## config.mk

```make
export PLATFORM = sky130hd
export DESIGN_NAME = seven_seg_scan_ctrl
export DESIGN_NICKNAME = d
export VERILOG_FILES = /design/src/rtl/seven_seg_scan_ctrl.sv
export SDC_FILE = /design/constraint.sdc
export NUM_CORES = 1
export LEC_CHECK = 0
export ABC_AREA = 1
export ABC_CLOCK_PERIOD_IN_PS = 4000
export BUFFER_PORTS_ARGS = -buffer_cell sky130_fd_sc_hd__buf_4
export CAP_MARGIN = 20
export CORE_AREA = 10 10 109 111
export CTS_BUF_LIST = sky130_fd_sc_hd__clkbuf_4 sky130_fd_sc_hd__clkbuf_8
export CTS_CLUSTER_SIZE = 10
export DETAILED_ROUTE_END_ITERATION = 10
export DIE_AREA = 0 0 119 121
export HOLD_SLACK_MARGIN = 0.1
export PLACE_DENSITY = 0.46
export SLEW_MARGIN = 20
export SYNTH_ARGS = -nofsm -noshare
export SYNTH_HDL_FRONTEND = slang
export SYNTH_SLANG_ARGS = --single-unit
```

## constraint.sdc

```tcl
create_clock -name clk -period 4 [get_ports clk]
set_input_delay 0 -clock clk [delete_from_list [all_inputs] [get_ports clk]]
set_output_delay 0 -clock clk [all_outputs]
set_load 0.02 [all_outputs]
```

## src/rtl/seven_seg_scan_ctrl.sv

```systemverilog
`default_nettype none
// ============================================================================
// Module  : seven_seg_scan_ctrl
// Brief   : 4-digit common-anode seven-segment scan controller with dead-cycle
//           blanking between digits and optional leading-zero suppression.
// Revision: 1.0 - initial release
// ============================================================================
module seven_seg_scan_ctrl #(
  parameter int REFRESH_DIV = 50000,
  parameter int CNT_W       = 16
) (
  input  logic        clk,
  input  logic        rst,
  input  logic        enable,
  input  logic        load,
  input  logic [15:0] value,
  input  logic [3:0]  dp_in,
  input  logic        blank_lz,
  output logic [3:0]  an,
  output logic [6:0]  seg,
  output logic        dp,
  output logic        digit_tick
);

  typedef enum logic [1:0] {
    S_IDLE  = 2'd0,
    S_DRIVE = 2'd1,
    S_BLANK = 2'd2
  } state_t;

  localparam logic [CNT_W-1:0] c_div_last = CNT_W'(REFRESH_DIV - 1);
  localparam logic [6:0]       c_seg_off  = 7'b1111111;
  localparam logic [3:0]       c_an_off   = 4'b1111;

  state_t           r_state, w_state_nxt;
  logic [15:0]      r_hold_val;
  logic [3:0]       r_hold_dp;
  logic [1:0]       r_idx, w_idx_nxt;
  logic [CNT_W-1:0] r_div, w_div_nxt;
  logic             w_tick_nxt;
  logic [3:0]       w_an_nxt;
  logic [6:0]       w_seg_nxt;
  logic             w_dp_nxt;
  logic [3:0]       w_nib;
  logic [3:0]       w_zero_upper;
  logic             w_lz_blank;

  function automatic logic [6:0] f_glyph(input logic [3:0] n);
    logic [6:0] g;
    case (n)
      4'h0: g = 7'h7E;
      4'h1: g = 7'h30;
      4'h2: g = 7'h6D;
      4'h3: g = 7'h79;
      4'h4: g = 7'h33;
      4'h5: g = 7'h5B;
      4'h6: g = 7'h5F;
      4'h7: g = 7'h70;
      4'h8: g = 7'h7F;
      4'h9: g = 7'h7B;
      4'hA: g = 7'h77;
      4'hB: g = 7'h1F;
      4'hC: g = 7'h4E;
      4'hD: g = 7'h3D;
      4'hE: g = 7'h4F;
      default: g = 7'h47;
    endcase
    return g;
  endfunction

  // w_zero_upper[k]: nibbles k..3 all zero; digit 0 is never blanked
  assign w_zero_upper[3] = (r_hold_val[15:12] == 4'h0);
  assign w_zero_upper[2] = w_zero_upper[3] && (r_hold_val[11:8] == 4'h0);
  assign w_zero_upper[1] = w_zero_upper[2] && (r_hold_val[7:4] == 4'h0);
  assign w_zero_upper[0] = 1'b0;

  always_comb begin
    w_state_nxt = r_state;
    w_idx_nxt   = r_idx;
    w_div_nxt   = r_div;
    w_tick_nxt  = 1'b0;
    if (!enable) begin
      w_state_nxt = S_IDLE;
      w_idx_nxt   = 2'd0;
      w_div_nxt   = '0;
    end else begin
      case (r_state)
        S_IDLE: begin
          w_state_nxt = S_DRIVE;
          w_idx_nxt   = 2'd0;
          w_div_nxt   = '0;
        end
        S_DRIVE: begin
          if (r_div == c_div_last) begin
            w_state_nxt = S_BLANK;
            w_div_nxt   = '0;
            w_idx_nxt   = r_idx + 2'd1;
            w_tick_nxt  = 1'b1;
          end else begin
            w_div_nxt = r_div + CNT_W'(1);
          end
        end
        S_BLANK: w_state_nxt = S_DRIVE;
        default: begin
          w_state_nxt = S_IDLE;
          w_idx_nxt   = 2'd0;
          w_div_nxt   = '0;
        end
      endcase
    end
  end

  // Outputs are registered from the next-state view so they track state/idx
  assign w_nib      = r_hold_val[{w_idx_nxt, 2'b00} +: 4];
  assign w_lz_blank = blank_lz && w_zero_upper[w_idx_nxt];

  always_comb begin
    w_an_nxt  = c_an_off;
    w_seg_nxt = c_seg_off;
    w_dp_nxt  = 1'b1;
    if (w_state_nxt == S_DRIVE) begin
      w_an_nxt  = ~(4'b0001 << w_idx_nxt);
      w_seg_nxt = w_lz_blank ? c_seg_off : ~f_glyph(w_nib);
      w_dp_nxt  = ~r_hold_dp[w_idx_nxt];
    end
  end

  always_ff @(posedge clk or posedge rst) begin
    if (rst) begin
      r_state    <= S_IDLE;
      r_hold_val <= 16'h0000;
      r_hold_dp  <= 4'h0;
      r_idx      <= 2'd0;
      r_div      <= '0;
      an         <= c_an_off;
      seg        <= c_seg_off;
      dp         <= 1'b1;
      digit_tick <= 1'b0;
    end else begin
      r_state    <= w_state_nxt;
      r_idx      <= w_idx_nxt;
      r_div      <= w_div_nxt;
      an         <= w_an_nxt;
      seg        <= w_seg_nxt;
      dp         <= w_dp_nxt;
      digit_tick <= w_tick_nxt;
      if (load) begin
        r_hold_val <= value;
        r_hold_dp  <= dp_in;
      end
    end
  end

endmodule
`default_nettype wire
```

==> results of run 1 <==
==> routing by layer <==
metal,GRT usage (%),vias to the layer above,wire [µm]
met2,15.0,59,2950
met5,0,-,0
met1,14.2,1141,3430
met3,2.42,8,308
met4,3.36,0,110
li1,-,1303,-
==> layout make-up <==
type | count | area share [%]
timing repair buffer | 73 | 16.7
inverter | 46 | 4.54
sequential | 53 | 35.2
multi-input combinational | 251 | 36.8
tap | 133 | 4.37
clock inverter | 2 | 0.394
clock buffer | 6 | 2.00
==> cell usage after synthesis, types with 5 or more instances <==
master,n,area [µm²]
nand3_1,24,120
inv_1,41,154
nand2_4,5,56.3
clkbuf_1,5,18.8
ha_1,11,138
nand4_1,12,75.1
o21ai_0,17,85.1
nor3_1,8,40.0
a21oi_1,10,50.1
nand2_2,5,31.3
nor2_1,30,113
nand2_1,90,338
mux2_2,7,78.8
dfrtp_1,41,1030
dfstp_2,12,315
==> through the flow <==
stage	hold slack, ps	setup WS, ps
after floorplan	117	1750
after global placement	205	1550
after detailed placement	210	1520
after CTS	101	1500
after global routing	108	1260
final	103	1540
==> kinds of logic after synthesis <==
| kind of cell | Yosys count |
|---|---|
| XOR/XNOR | 4 |
| AO/OA/AOI/OAI | 40 |
| AND/OR/NAND/NOR | 189 |
| adder cells (fa/ha/maj) | 11 |
| buffers and inverters | 53 |
| flip-flops | 53 |
| multiplexers | 7 |
==> power by group <==
| group | leakage (nW) | internal, mW | switching (mW) |
|---|---|---|---|
| Combinational | 1.01 | 0.0881 | 0.104 |
| Sequential | 0.657 | 0.571 | 0.0139 |
| Clock | 0.0408 | 0.131 | 0.184 |
==> final timing paths <==
kind / slack [ps] / endpoint
worst max-delay path: 1540 / seg[3]
max in group asynchronous: 3090 / r_div[8]
min in group asynchronous: 420 / r_hold_val[10]
worst max register to register: 1540 / seg[3]
worst min-delay path: 100 / r_hold_val[13]
worst min register to register: 510 / dp
==> critical path: cells and delay by family (launching register included) <==
kind | cells | cell delay (ps)
buffers and inverters | 3 | 460
DFF | 1 | 410
and+or+nand+nor | 9 | 1040
adders and majority gates | 2 | 500
==> state kept, by name, summed over array words and instances, names as in the netlist <==
register	flops
r_div	16
r_hold_val	16
seg	7
an	4
r_hold_dp	4
r_idx	2
r_state	2
digit_tick	1
dp	1
==> flow_metrics.env, run 1 <==
export IMPL_synthXorXnorAreaFrac_pct=1.19
export IMPL_setup_viol_count_final=0
export IMPL_area_delta_synth_final_pct=28.8
export IMPL_gp_congestion=0.836
export IMPL_placementRows=36
export IMPL_fin_area_um2=3810
export IMPL_cp_arrival_ps=2710
export IMPL_path_class="reg -> reg"
export IMPL_fin_cells=564
export IMPL_grt_setup_unrepaired="no"
export IMPL_fill_cells=1019
export IMPL_dieArea_um2=14400
export IMPL_synth_compound_area_share_pct=7.62
export IMPL_p_leak_nw=1.71
export IMPL_crit_required_ps=4240
export IMPL_critPathCaptureType="flop"
export IMPL_maxCapViolCount=0
export IMPL_diodes=0
export IMPL_vias_per_cell=4.45
export IMPL_portBuffers=37
export IMPL_antenna_found_initial=0
export IMPL_syn_area_um2=2960
export IMPL_drive_above_1_share_pct=20.9
export IMPL_cts_hold_buf=35
export IMPL_p_per_area_nw_per_um2=287
export IMPL_vias=2511
export IMPL_finClkSkew_ps=10.6
export IMPL_r2r_start="r_state[1]"
export IMPL_overflow=0
export IMPL_clock_path_buffers=2
export IMPL_synth_edf_count=0
export IMPL_cts_tree="done"
export IMPL_synth_top_family_by_area="simple AND/OR/NAND/NOR gates"
export IMPL_die_w_um=119
export IMPL_cts_buffers=5
export IMPL_crit_top_cell="nand2_1"
export IMPL_post_cts_buffers=0
export IMPL_hp_start="load"
export IMPL_ios=38
export IMPL_dp_hpwl_um=5030
export IMPL_ir_drop_mv=0.144
export IMPL_reg2reg_depth=14
export IMPL_clk_latency_ps=310
export IMPL_ys_async_sr_fraction_pct=100
export IMPL_grt_max_degree=54
export IMPL_min_period_ps=2460
export IMPL_wl_per_cell_um=12.1
export IMPL_max_stage_delay_ps=410
export IMPL_wl_um=6810
export IMPL_first_pass_iters=4
export IMPL_synth_seq_cells=53
export IMPL_synthCells=357
export IMPL_status="completed"
export IMPL_synth_warning_count=0
export IMPL_critPathLaunch="r_state[1]"
export IMPL_drt_first_iter_violations=156
export IMPL_syn_area_per_cell_um2=8.28
export IMPL_finalHoldViolCount=0
export IMPL_slew_limit_headroom_pct=53.5
export IMPL_cts_htree_levels=2
export IMPL_yosysSeqAreaShare_pct=45.4
export IMPL_min_path_cells=2
export IMPL_regArea_um2=1340
export IMPL_cp_max_fo=16
export IMPL_ys_flop_type="dfrtp_1"
export IMPL_multiInputGateArea_um2=1400
export IMPL_synth_net_count=393
export IMPL_post_route_util_pct=39.5
export IMPL_cts_root_buffer_cell="clkbuf_8"
export IMPL_cpMaxStageDelayCell="dfrtp_1"
export IMPL_placed_cells=521
export IMPL_drc=0
export IMPL_post_route_period_util_pct=61.6
export IMPL_clk_pin_slew_ps=100
export IMPL_cp_start_kind="flop"
export IMPL_drtAntennaViolNets=0
export IMPL_setup_tns_final_ps=0
export IMPL_cts_resized=0
export IMPL_slew_viol_final=0
export IMPL_yosys_mux_area_fraction_pct=2.67
export IMPL_layout_common_cells="nand2_1 (90), dfrtp_1 (41), inv_1 (40)"
export IMPL_synthAdderAreaFrac_pct=4.66
export IMPL_layout_cells_most_common="nand2_1"
export IMPL_grt_pass1_wl_um=12400
export IMPL_grt_pass1_vias=2540
export IMPL_coreArea_um2=9640
export IMPL_cp_cell_sequence="inv_1, ha_1, nand2_1, clkinv_1, nand3_4, nand2_1, nand2_1, nand2_1, nand2_2, inv_1, ha_1, nand3b_1, nand3_1, nand3_1"
export IMPL_grt_usage_pct=10.2
export IMPL_die_h_um=121
export IMPL_power_mw=1.09
export IMPL_initial_core_util_pct=30.7
export IMPL_hold_path_class="in -> reg"
export IMPL_tightest_slew_ps=697
export IMPL_cts_sinks=53
export IMPL_yosysUniqueCellTypes=37
export IMPL_placed_area_um2=3370
export IMPL_nets=466
export IMPL_synth_simple_area_share_pct=31.2
export IMPL_max_freq_mhz=406
No activity file was read; power rests on OpenSTA's default activity.
==> inputs of run 2 (changes only) <==
ABC_AREA = 0   (was 1)
ABC_CLOCK_PERIOD_IN_PS = 2500   (was 4000)
CORE_AREA = 10 10 108 110   (was 10 10 109 111)
DIE_AREA = 0 0 118 120   (was 0 0 119 121)
PLACE_DENSITY = 0.47   (was 0.46)
clock period = 2.5 ns   (was 4 ns; I/O delays follow)
==> run 2 against run 1 <==
Effect of this change:
- the flow now finishes with violations (setup timing)
- global-route usage is 0.22 points lower
- fmax decreased by 11%
- routed wire length up 1.3%
- critical endpoint unchanged
==> flow_metrics.env, run 2 <==
export IMPL_status="complete, but fails checks"
export IMPL_violations="setup timing"
export IMPL_slew_limit_headroom_pct=77.7
export IMPL_syn_area_per_cell_um2=11.7
export IMPL_synthTopCellsByCount="dfrtp_1 (41), mux2_2 (21), nand2_1 (20), nor2_1 (18), dfstp_2 (12)"
export IMPL_syn_area_um2=2900
export IMPL_max_freq_mhz=359
export IMPL_cp_max_fo=6
export IMPL_finClkSkew_ps=7.93
export IMPL_clk_latency_ps=300
export IMPL_cts_sinks=53
export IMPL_grt_setup_unrepaired="yes"
export IMPL_gp_congestion=0.788
export IMPL_overflow=0
export IMPL_wl_um=6890
export IMPL_synth_net_count=283
export IMPL_hold_path_class="in -> reg"
export IMPL_layout_common_cells="buf_4 (95), dfrtp_1 (41), dlygate4sd3_1 (23)"
export IMPL_grt_usage_pct=9.96
export IMPL_yosysUniqueCellTypes=57
export IMPL_area_delta_synth_final_pct=47.9
export IMPL_path_buf_inv=1
export IMPL_clock_path_buffers=2
export IMPL_vias=2289
export IMPL_grtUsageMet1_pct=12.4
export IMPL_reg_top3="r_div x16, r_hold_val x16, seg x7"
export IMPL_dieArea_um2=14200
export IMPL_initial_core_util_pct=30.4
export IMPL_grt_pass1_wl_um=11900
export IMPL_fin_area_um2=4290
export IMPL_portBuffers=37
export IMPL_setup_slack_ps=-283
export IMPL_cts_tree="done"
export IMPL_grt_max_degree=54
export IMPL_grt_pass1_vias=2506
export IMPL_placementRows=36
export IMPL_ios=38
export IMPL_synth_area_leaders="dfrtp_1 (35%), dfstp_2 (11%), mux2_2 (8.2%), ha_1 (4.7%), mux2i_1 (3.1%)"
export IMPL_fill_cells=915
export IMPL_synth_edf_count=0
export IMPL_whs_ps=166
export IMPL_clk_pin_slew_ps=100
export IMPL_max_stage_delay_ps=480
export IMPL_post_route_period_util_pct=111
export IMPL_placed_area_um2=3700
export IMPL_first_pass_iters=4
export IMPL_drtAntennaViolNets=0
export IMPL_ys_flop_type="dfrtp_1"
export IMPL_wl_per_cell_um=13.7
export IMPL_p_per_area_nw_per_um2=465
export IMPL_maxCapViolCount=0
export IMPL_yosysSeqAreaShare_pct=46.3
export IMPL_min_period_ps=2780
export IMPL_nets=404
export IMPL_diodes=0
export IMPL_synthCells=247
export IMPL_crit_required_ps=2750
export IMPL_slew_viol_final=0
export IMPL_critPathCaptureType="flop"
export IMPL_cts_htree_levels=2
export IMPL_drc=0
export IMPL_drive_above_1_share_pct=48.5
export IMPL_synth_warning_count=0
export IMPL_vias_per_cell=4.56
export IMPL_cp_start_kind="flop"
export IMPL_setup_viol_count_final=7
export IMPL_ys_async_sr_fraction_pct=100
export IMPL_yosysMostFrequentCell="dfrtp_1"
export IMPL_synth_top_area_share_pct=35.4
export IMPL_crit_top_cell="mux2i_4"
export IMPL_tightest_slew_ps=332
export IMPL_gr_usage_met3_pct=2.25
export IMPL_cts_root_buffer_cell="clkbuf_8"
export IMPL_top_usage_layer="met2"
export IMPL_cts_buffers=5
export IMPL_die_w_um=118
export IMPL_crit_family="simple AND/OR/NAND/NOR gates"
export IMPL_cpMaxStageDelayCell="or4_4"
export IMPL_cp_cell_sequence="nor4b_4, nand4_2, or4_4, nand2_8, mux2i_4, mux2i_4, buf_4, ha_4, mux2i_1, mux2_4, nand2_2"
export IMPL_synth_seq_cells=53
export IMPL_cp_arrival_ps=3030
export IMPL_synth_top_area_cell="dfrtp_1"
export IMPL_die_h_um=120
export IMPL_finalHoldViolCount=0
export IMPL_antenna_found_initial=0
export IMPL_path_class="reg -> reg"
export IMPL_drt_first_iter_violations=47
export IMPL_met2_usage_pct=17.2
export IMPL_ir_drop_mv=0.250
export IMPL_dp_hpwl_um=5050
export IMPL_post_route_util_pct=44.9
export IMPL_coreArea_um2=9550
export IMPL_p_leak_nw=1.87
export IMPL_layout_cells_most_common="buf_4"
## run 2: changes by cell type after synthesis, sizes merged, moves of 4 or more
cell   before  now
nand2     100   21
inv        44   10
nand3      30    8
mux2        7   24
nor2       34   18
mux2i       0   13
nor3        9    0
a21oi      10    2
nand4      12    4
o21ai      21   13
and3        1    8
a32oi       0    4
xor2        4    8
## run 2: per-stage QoR
stage	total power, mW	TNS, ps	setup slack (ps)	cells
global placement	1.31	-1730	-312	458
floorplan	1.16	-1630	-356	247
global route	2.11	-2410	-437	502
detailed placement	1.31	-2030	-367	458
finish	2.00	-1390	-283	502
CTS	1.98	-1710	-304	496
## run 2: logic make-up after synthesis
| group | after synthesis | synth area share [%] |
|---|---|---|
| buf+inv | 18 | 3.28 |
| mux | 37 | 15.2 |
| xor+xnor | 9 | 2.72 |
| fa+ha+maj | 11 | 4.75 |
| flops | 53 | 46.3 |
| simple gates | 80 | 16.1 |
| compound gates | 39 | 11.7 |
## run 2: final cells by class
class / instances / area (µm²) / share of cell area (%)
clock buffer: 7 / 90.1 / 2.10
clock inverter: 1 / 30.0 / 0.700
inverter: 10 / 42.5 / 0.992
multi-input combinational: 176 / 1620 / 37.8
sequential: 53 / 1340 / 31.3
tap: 133 / 166 / 3.88
timing repair buffer: 122 / 997 / 23.2
## run 2: path summary, 6_finish.rpt
| path | start | to | slack (ps) | cells after the start |
|---|---|---|---|---|
| setup / recovery | r_div[5] | seg[3] | -280 | 11 |
| setup reg to reg | r_div[5] | seg[3] | -280 | 11 |
| hold reg to reg | r_hold_dp[2] | r_hold_dp[2] | 520 | 1 |
| max in group asynchronous | rst | dp | 1910 | 4 |
| hold / removal | load | r_hold_val[3] | 170 | 2 |
| min in group asynchronous | rst | r_hold_val[15] | 300 | 4 |
## run 2: worst register-to-register path: stages (launching register included)
cell and delay (ps):
dfrtp_1 420, nor4b_4 360, nand4_2 170, or4_4 480, nand2_8 140, mux2i_4 270
mux2i_4 110, buf_4 160, ha_4 250, mux2i_1 60, mux2_4 260, nand2_2 50
## run 2: metal layers
layer | routed length, µm | up-vias
li1 | - | 1142
met1 | 3260 | 1112
met5 | 0 | -
met3 | 190 | 4
met2 | 3410 | 31
met4 | 39 | 0
## run 2: where the power goes
group | switching [mW] | leakage [nW] | internal (mW) | total, mW
Clock | 0.285 | 0.0619 | 0.338 | 0.623
Combinational | 0.184 | 1.16 | 0.231 | 0.416
Sequential | 0.0384 | 0.652 | 0.919 | 0.957
## run 2: what timing repair did
action / 4_1_cts / 5_1_grt
resized for setup: 8 / 21
endpoints found under the hold margin: 80 / 0
pin swaps: 6 / 15
setup endpoints to repair: 7 / 8
buffers inserted: 7 / 7
hold buffers: 23 / 0
